### src/rtl/stream_mux_rr_pkg.sv
// Shared definitions for the stream_mux_rr N:1 stream multiplexer.
package stream_mux_rr_pkg;

   // Index width for n entries, never narrower than one bit.
   function automatic int unsigned clog2_min1(input int unsigned n);
      return (n <= 2) ? 1 : $clog2(n);
   endfunction

   typedef enum logic {
      MODE_FIXED = 1'b0,
      MODE_RR    = 1'b1
   } mode_e;

endpackage

### src/rtl/stream_mux_rr_arbiter.sv
// Combinational rotate-priority search: first requester at or after ptr, wrapping.
module rr_arbiter #(
   parameter int unsigned NUM_IN = 5,
   parameter int unsigned SEL_W  = 3
) (
   input  logic [NUM_IN-1:0] req,
   input  logic [SEL_W-1:0]  ptr,
   output logic              gnt_valid,
   output logic [SEL_W-1:0]  gnt_idx
);

   always_comb begin
      logic [SEL_W:0] cand;
      gnt_valid = 1'b0;
      gnt_idx   = '0;
      cand      = '0;
      for (int k = 0; k < int'(NUM_IN); k++) begin
         cand = {1'b0, ptr} + (SEL_W+1)'(k);
         if (cand >= (SEL_W+1)'(NUM_IN)) begin
            cand = cand - (SEL_W+1)'(NUM_IN);
         end
         if (!gnt_valid && req[cand[SEL_W-1:0]]) begin
            gnt_valid = 1'b1;
            gnt_idx   = cand[SEL_W-1:0];
         end
      end
   end

endmodule

### src/rtl/stream_mux_rr.sv
// N:1 valid/ready stream mux with registered output, fixed-select or round-robin grant.
module stream_mux_rr
   import stream_mux_rr_pkg::*;
#(
   parameter  int unsigned WIDTH  = 32,
   parameter  int unsigned NUM_IN = 5,
   localparam int unsigned SEL_W  = clog2_min1(NUM_IN)
) (
   input  logic                     clk,
   input  logic                     rst,
   input  logic [NUM_IN*WIDTH-1:0]  in_data,
   input  logic [NUM_IN-1:0]        in_valid,
   output logic [NUM_IN-1:0]        in_ready,
   input  logic                     rr_en,
   input  logic [SEL_W-1:0]         sel,
   output logic [WIDTH-1:0]         out_data,
   output logic [SEL_W-1:0]         out_src,
   output logic                     out_valid,
   input  logic                     out_ready
);

   logic [WIDTH-1:0] chan [NUM_IN];

   logic             out_valid_q, out_valid_d;
   logic [WIDTH-1:0] out_data_q,  out_data_d;
   logic [SEL_W-1:0] out_src_q,   out_src_d;
   logic [SEL_W-1:0] ptr_q,       ptr_d;

   logic             arb_valid_c;
   logic [SEL_W-1:0] arb_idx_c;
   logic             fix_valid_c;
   logic             grant_valid_c;
   logic [SEL_W-1:0] grant_idx_c;
   logic             load_c;
   mode_e            mode_c;

   for (genvar i = 0; i < int'(NUM_IN); i++) begin : g_chan
      assign chan[i] = in_data[i*WIDTH +: WIDTH];
   end

   rr_arbiter #(
      .NUM_IN (NUM_IN),
      .SEL_W  (SEL_W)
   ) u_arb (
      .req       (in_valid),
      .ptr       (ptr_q),
      .gnt_valid (arb_valid_c),
      .gnt_idx   (arb_idx_c)
   );

   assign mode_c        = mode_e'(rr_en);
   assign fix_valid_c   = (32'(sel) < NUM_IN) && in_valid[sel];
   assign grant_valid_c = (mode_c == MODE_RR) ? arb_valid_c : fix_valid_c;
   assign grant_idx_c   = (mode_c == MODE_RR) ? arb_idx_c   : sel;
   // Output slot is free when empty or being drained this cycle.
   assign load_c        = !out_valid_q || out_ready;

   always_comb begin
      out_valid_d = out_valid_q;
      out_data_d  = out_data_q;
      out_src_d   = out_src_q;
      ptr_d       = ptr_q;
      in_ready    = '0;
      if (load_c && !rst) begin
         if (grant_valid_c) begin
            in_ready[grant_idx_c] = 1'b1;
            out_valid_d           = 1'b1;
            out_data_d            = chan[grant_idx_c];
            out_src_d             = grant_idx_c;
            if (mode_c == MODE_RR) begin
               ptr_d = (grant_idx_c == SEL_W'(NUM_IN - 1)) ? '0 : grant_idx_c + SEL_W'(1);
            end
         end else begin
            out_valid_d = 1'b0;
         end
      end
   end

   always_ff @(posedge clk) begin
      if (rst) begin
         out_valid_q <= 1'b0;
         out_data_q  <= '0;
         out_src_q   <= '0;
         ptr_q       <= '0;
      end else begin
         out_valid_q <= out_valid_d;
         out_data_q  <= out_data_d;
         out_src_q   <= out_src_d;
         ptr_q       <= ptr_d;
      end
   end

   assign out_data  = out_data_q;
   assign out_src   = out_src_q;
   assign out_valid = out_valid_q;

endmodule

### config.mk
export PLATFORM = sky130hd
export DESIGN_NAME = stream_mux_rr
export DESIGN_NICKNAME = d
export VERILOG_FILES = /design/src/rtl/stream_mux_rr_pkg.sv /design/src/rtl/stream_mux_rr_arbiter.sv /design/src/rtl/stream_mux_rr.sv
export SDC_FILE = /design/constraint.sdc
export NUM_CORES = 1
export LEC_CHECK = 0
export CORE_MARGIN = 2
export CORE_UTILIZATION = 30
export DETAILED_ROUTE_END_ITERATION = 10
export GPL_TIMING_DRIVEN = 0
export MAX_ROUTING_LAYER = met4
export PLACE_DENSITY = 0.6
export SLEW_MARGIN = 20
export SYNTH_ARGS = -nofsm -noshare
export SYNTH_HDL_FRONTEND = slang
export SYNTH_SLANG_ARGS = --single-unit
### constraint.sdc
create_clock -name clk -period 4.75 [get_ports clk]
set_clock_uncertainty 0.15 [all_clocks]
set_input_delay 0.7125 -clock clk [delete_from_list [all_inputs] [get_ports clk]]
set_output_delay 0.7125 -clock clk [all_outputs]
set_load 0.02 [all_outputs]
==> flow_metrics.py <==
metrics = {
    "floorplanning": {
        "pin_count": 213,
        "core-area_um2": 15900,
        "start_util_pct": 30.8,
        "placementRows": 46,
        "die_h_um": 132,
        "dieArea_um2": 17300,
        "fp.dieW_um": 132,
    },
    "finish": {
        "diodes": 0,
        "nets": 1104,
        "n_fill_cell": 1641,
        "layout.cells.non_filler": 1140,
        "area_growth_pct": 60.4,
        "drive_gt1_share_pct": 13.1,
    },
    "routing": {
        "drtIter0Drc": 690,
        "drt-total-wl_um": 23200,
        "drt-wirelength-per-cell_um": 20.3,
        "viasPerCell": 5.83,
        "drc": 0,
        "ant_nets": 0,
        "vias": 6643,
        "dr.pass1.iters": 5,
    },
    "timing": {
        "hold_viol_final": 0,
        "rsz0062_at_grt": "yes",
        "fmaxAchievable_mhz": 207,
        "worstMarginPinSlew_ps": 659,
        "period_share_pct": 102,
        "setup_violations": 5,
        "setup_tns_ps": -194,
        "setup_ws_ps": -78.4,
        "hold-worst-slack_ps": 329,
        "drv_slew": 0,
        "slew_headroom_pct": 55.4,
        "fin_crit_ps": 4830,
    },
    "worst_setup_path": {
        "slowest_stage": "fa_2",
        "crit_family": "compound AO/OA/AOI/OAI gates",
        "critPathBufInv": 6,
        "end_kind": "output pin",
        "arrival_ps": 3970,
        "cp.required_ps": 3890,
        "cp-start-kind": "register",
        "critPathMaxFanout": 4,
        "crit_path_cell_trace": "buf_8 -> clkinv_8 -> ha_4 -> inv_4 -> fa_2 -> o21ba_4 -> or3_1 -> o211a_1 -> o211ai_1 -> a21boi_0 -> o31ai_2 -> a31oi_4 -> buf_4 -> a2111oi_4 -> buf_6 -> buf_6",
        "critPathKind": "reg2out",
        "max_stage_delay_ps": 530,
        "cp_common_cell": "buf_6",
    },
    "placed_design": {
        "post-dp-hpwl_um": 17500,
        "place_ws_ps": -1430,
        "dp_cells": 1111,
        "gp_congestion": 0.930,
        "portBuffers": 209,
    },
    "job": {
        "cap_violations": 0,
    },
    "clocking": {
        "clock_sinks": 39,
        "clkLatencyLatePin_ps": 300,
        "cts.clk_slew.worst_paths_ps": 60,
        "hold_buffers": 0,
        "ctsLongestPathBuffers": 2,
        "cts-htree-levels": 2,
        "numCtsBuffers": 5,
        "cts-root-buf": "clkbuf_16",
        "cts_tree": "done",
    },
    "synthesis": {
        "async_reset_ff_share_pct": 0,
        "synth-edff-count": 0,
        "synth_top_cells_by_area": "dfxtp_1 16%, o2111ai_1 11%, nand2_1 11%, o211ai_1 10%, a22oi_1 9.8%",
        "ys_types": 75,
        "synth_cells": 686,
        "syn_avg_cell_area_um2": 7.13,
        "synth_most_common_cell": "nand2_1",
        "syn_nets": 867,
        "netlist_area_um2": 4890,
        "synth_top_area_share_pct": 16.0,
        "ys_top_cells_by_count": "144 x nand2_1, 67 x o211ai_1, 64 x a22oi_1, 64 x o2111ai_1, 43 x clkbuf_1",
        "yosys.area.top_type": "dfxtp_1",
        "ys_seq_elements": 39,
        "yosysWarnings": 0,
        "yosysSeqAreaShare_pct": 16.0,
        "synthFlopType": "dfxtp_1",
    },
    "power": {
        "p_int_mw": 1.81,
        "p_switching_mw": 1.89,
        "pwr-share-clk_pct": 10.5,
        "p_leak_nw": 2.77,
        "comb_power_share_pct": 76.4,
        "seqPwrFrac_pct": 13.2,
        "ir_drop_uv": 188,
        "p_sw_share_pct": 51.1,
        "power.density_nw_per_um2": 471,
    },
    "grt": {
        "grt-ovfl-total": 0,
        "first_global_vias": 6360,
        "grt_pass1_wl_um": 35300,
        "antenna_found_initial": 0,
        "grt_max_degree": 13,
        "grt_use_total_pct": 26.2,
    },
    "min_path": {
        "hold_class": "reg2reg",
    },
    "status": {
        "violations": "setup timing",
        "outcome": "finished with violations",
    },
}
-- metal layers --
layer  GRT usage (%)  share of wire (%)
met1            34.1                 44
met3            5.17                7.5
met4            6.34                1.7
met5               -                  0
met2            41.8                 47
-- logic make-up (layout without fill, tap and decap cells) --
| group | Yosys count | count (layout) | synth area share [%] |
|---|---|---|---|
| adders and majority gates | 9 | 9 | 2.46 |
| buffers and inverters | 91 | 329 | 8.26 |
| muxes | 9 | 9 | 2.61 |
| xor gates and xnor gates | 6 | 6 | 1.07 |
| AOI/OAI and AO/OA | 310 | 310 | 49.6 |
| DFF | 39 | 39 | 16.0 |
| and+or+nand+nor | 222 | 222 | 20.0 |
-- timing repair --
| item | CTS | global route |
|---|---|---|
| gates resized for setup | 74 | 24 |
| setup endpoints to repair | 38 | 5 |
| setup buffers | 10 | 12 |
| pin swaps | 15 | 22 |
| gates cloned | 1 | 0 |
-- power by group through the flow --
stage	Combinational [mW]	Sequential, mW	Clock, mW
floorplan	1.56	0.605	0
global placement	2.53	0.492	0
detailed placement	2.53	0.489	0
CTS	2.67	0.486	0.398
global route	3.04	0.499	0.407
finish	2.82	0.487	0.386
-- stage by stage --
step | utilization (%) | total power [mW] | cell area [um2]
after floorplan | - | 2.17 | 4890
after global placement | 45.7 | 3.03 | 7250
after detailed placement | 45.7 | 3.02 | 7250
after CTS | 48.2 | 3.55 | 7650
after global routing | 49.4 | 3.95 | 7840
final | 49.4 | 3.70 | 7840
-- sequential cells by signal (all words and copies together), names as in the netlist --
register	flops
ptr_q	3
out_valid	1
out_src	3
out_data	32
-- final cells by class --
type	instances	area, um2	area share [%]
Inverter	10	52.6	0.670
Multi-Input combinational cell	556	3900	49.7
Tap cell	216	270	3.45
Clock inverter	1	7.51	0.0957
Buffer	79	410	5.23
Timing Repair Buffer	232	2260	28.8
Sequential cell	39	788	10.0
Clock buffer	7	153	1.95
-- path summary, 6_finish.rpt --
path / startpoint / end / slack, ps / cells past startpoint
min: out_data[31] / out_data[31] / 330 / 2
max: ptr_q[0] / in_ready[4] / -80 / 16
max reg2reg: ptr_q[0] / out_data[3] / 200 / 20
min reg2reg: out_data[31] / out_data[31] / 330 / 2
-- worst min-delay path, stage by stage, from the launching register on --
cell and delay, ps:
dfxtp_1 320, a22oi_1 70, o21ai_0 60
-- cell usage in the layout, fill, tap and decap left out, types with 6 or more instances in the layout --
| master | netlist | layout |
|---|---|---|
| o211ai_1 | 67 | 67 |
| o21ai_1 | 32 | 32 |
| clkdlybuf4s50_1 | 0 | 202 |
| buf_4 | 0 | 27 |
| o21ai_0 | 6 | 6 |
| buf_1 | 8 | 7 |
| nand3_1 | 7 | 6 |
| nor2_1 | 19 | 16 |
| a22oi_1 | 64 | 64 |
| o2111ai_1 | 64 | 64 |
| buf_6 | 4 | 11 |
| clkbuf_1 | 43 | 40 |
| inv_1 | 9 | 8 |
| nand2b_1 | 11 | 10 |
| nand2_1 | 144 | 143 |
| xnor2_1 | 6 | 6 |
| a21oi_1 | 14 | 13 |
| dfxtp_1 | 39 | 37 |
| buf_2 | 26 | 20 |
(Power assumes the default switching activity.)
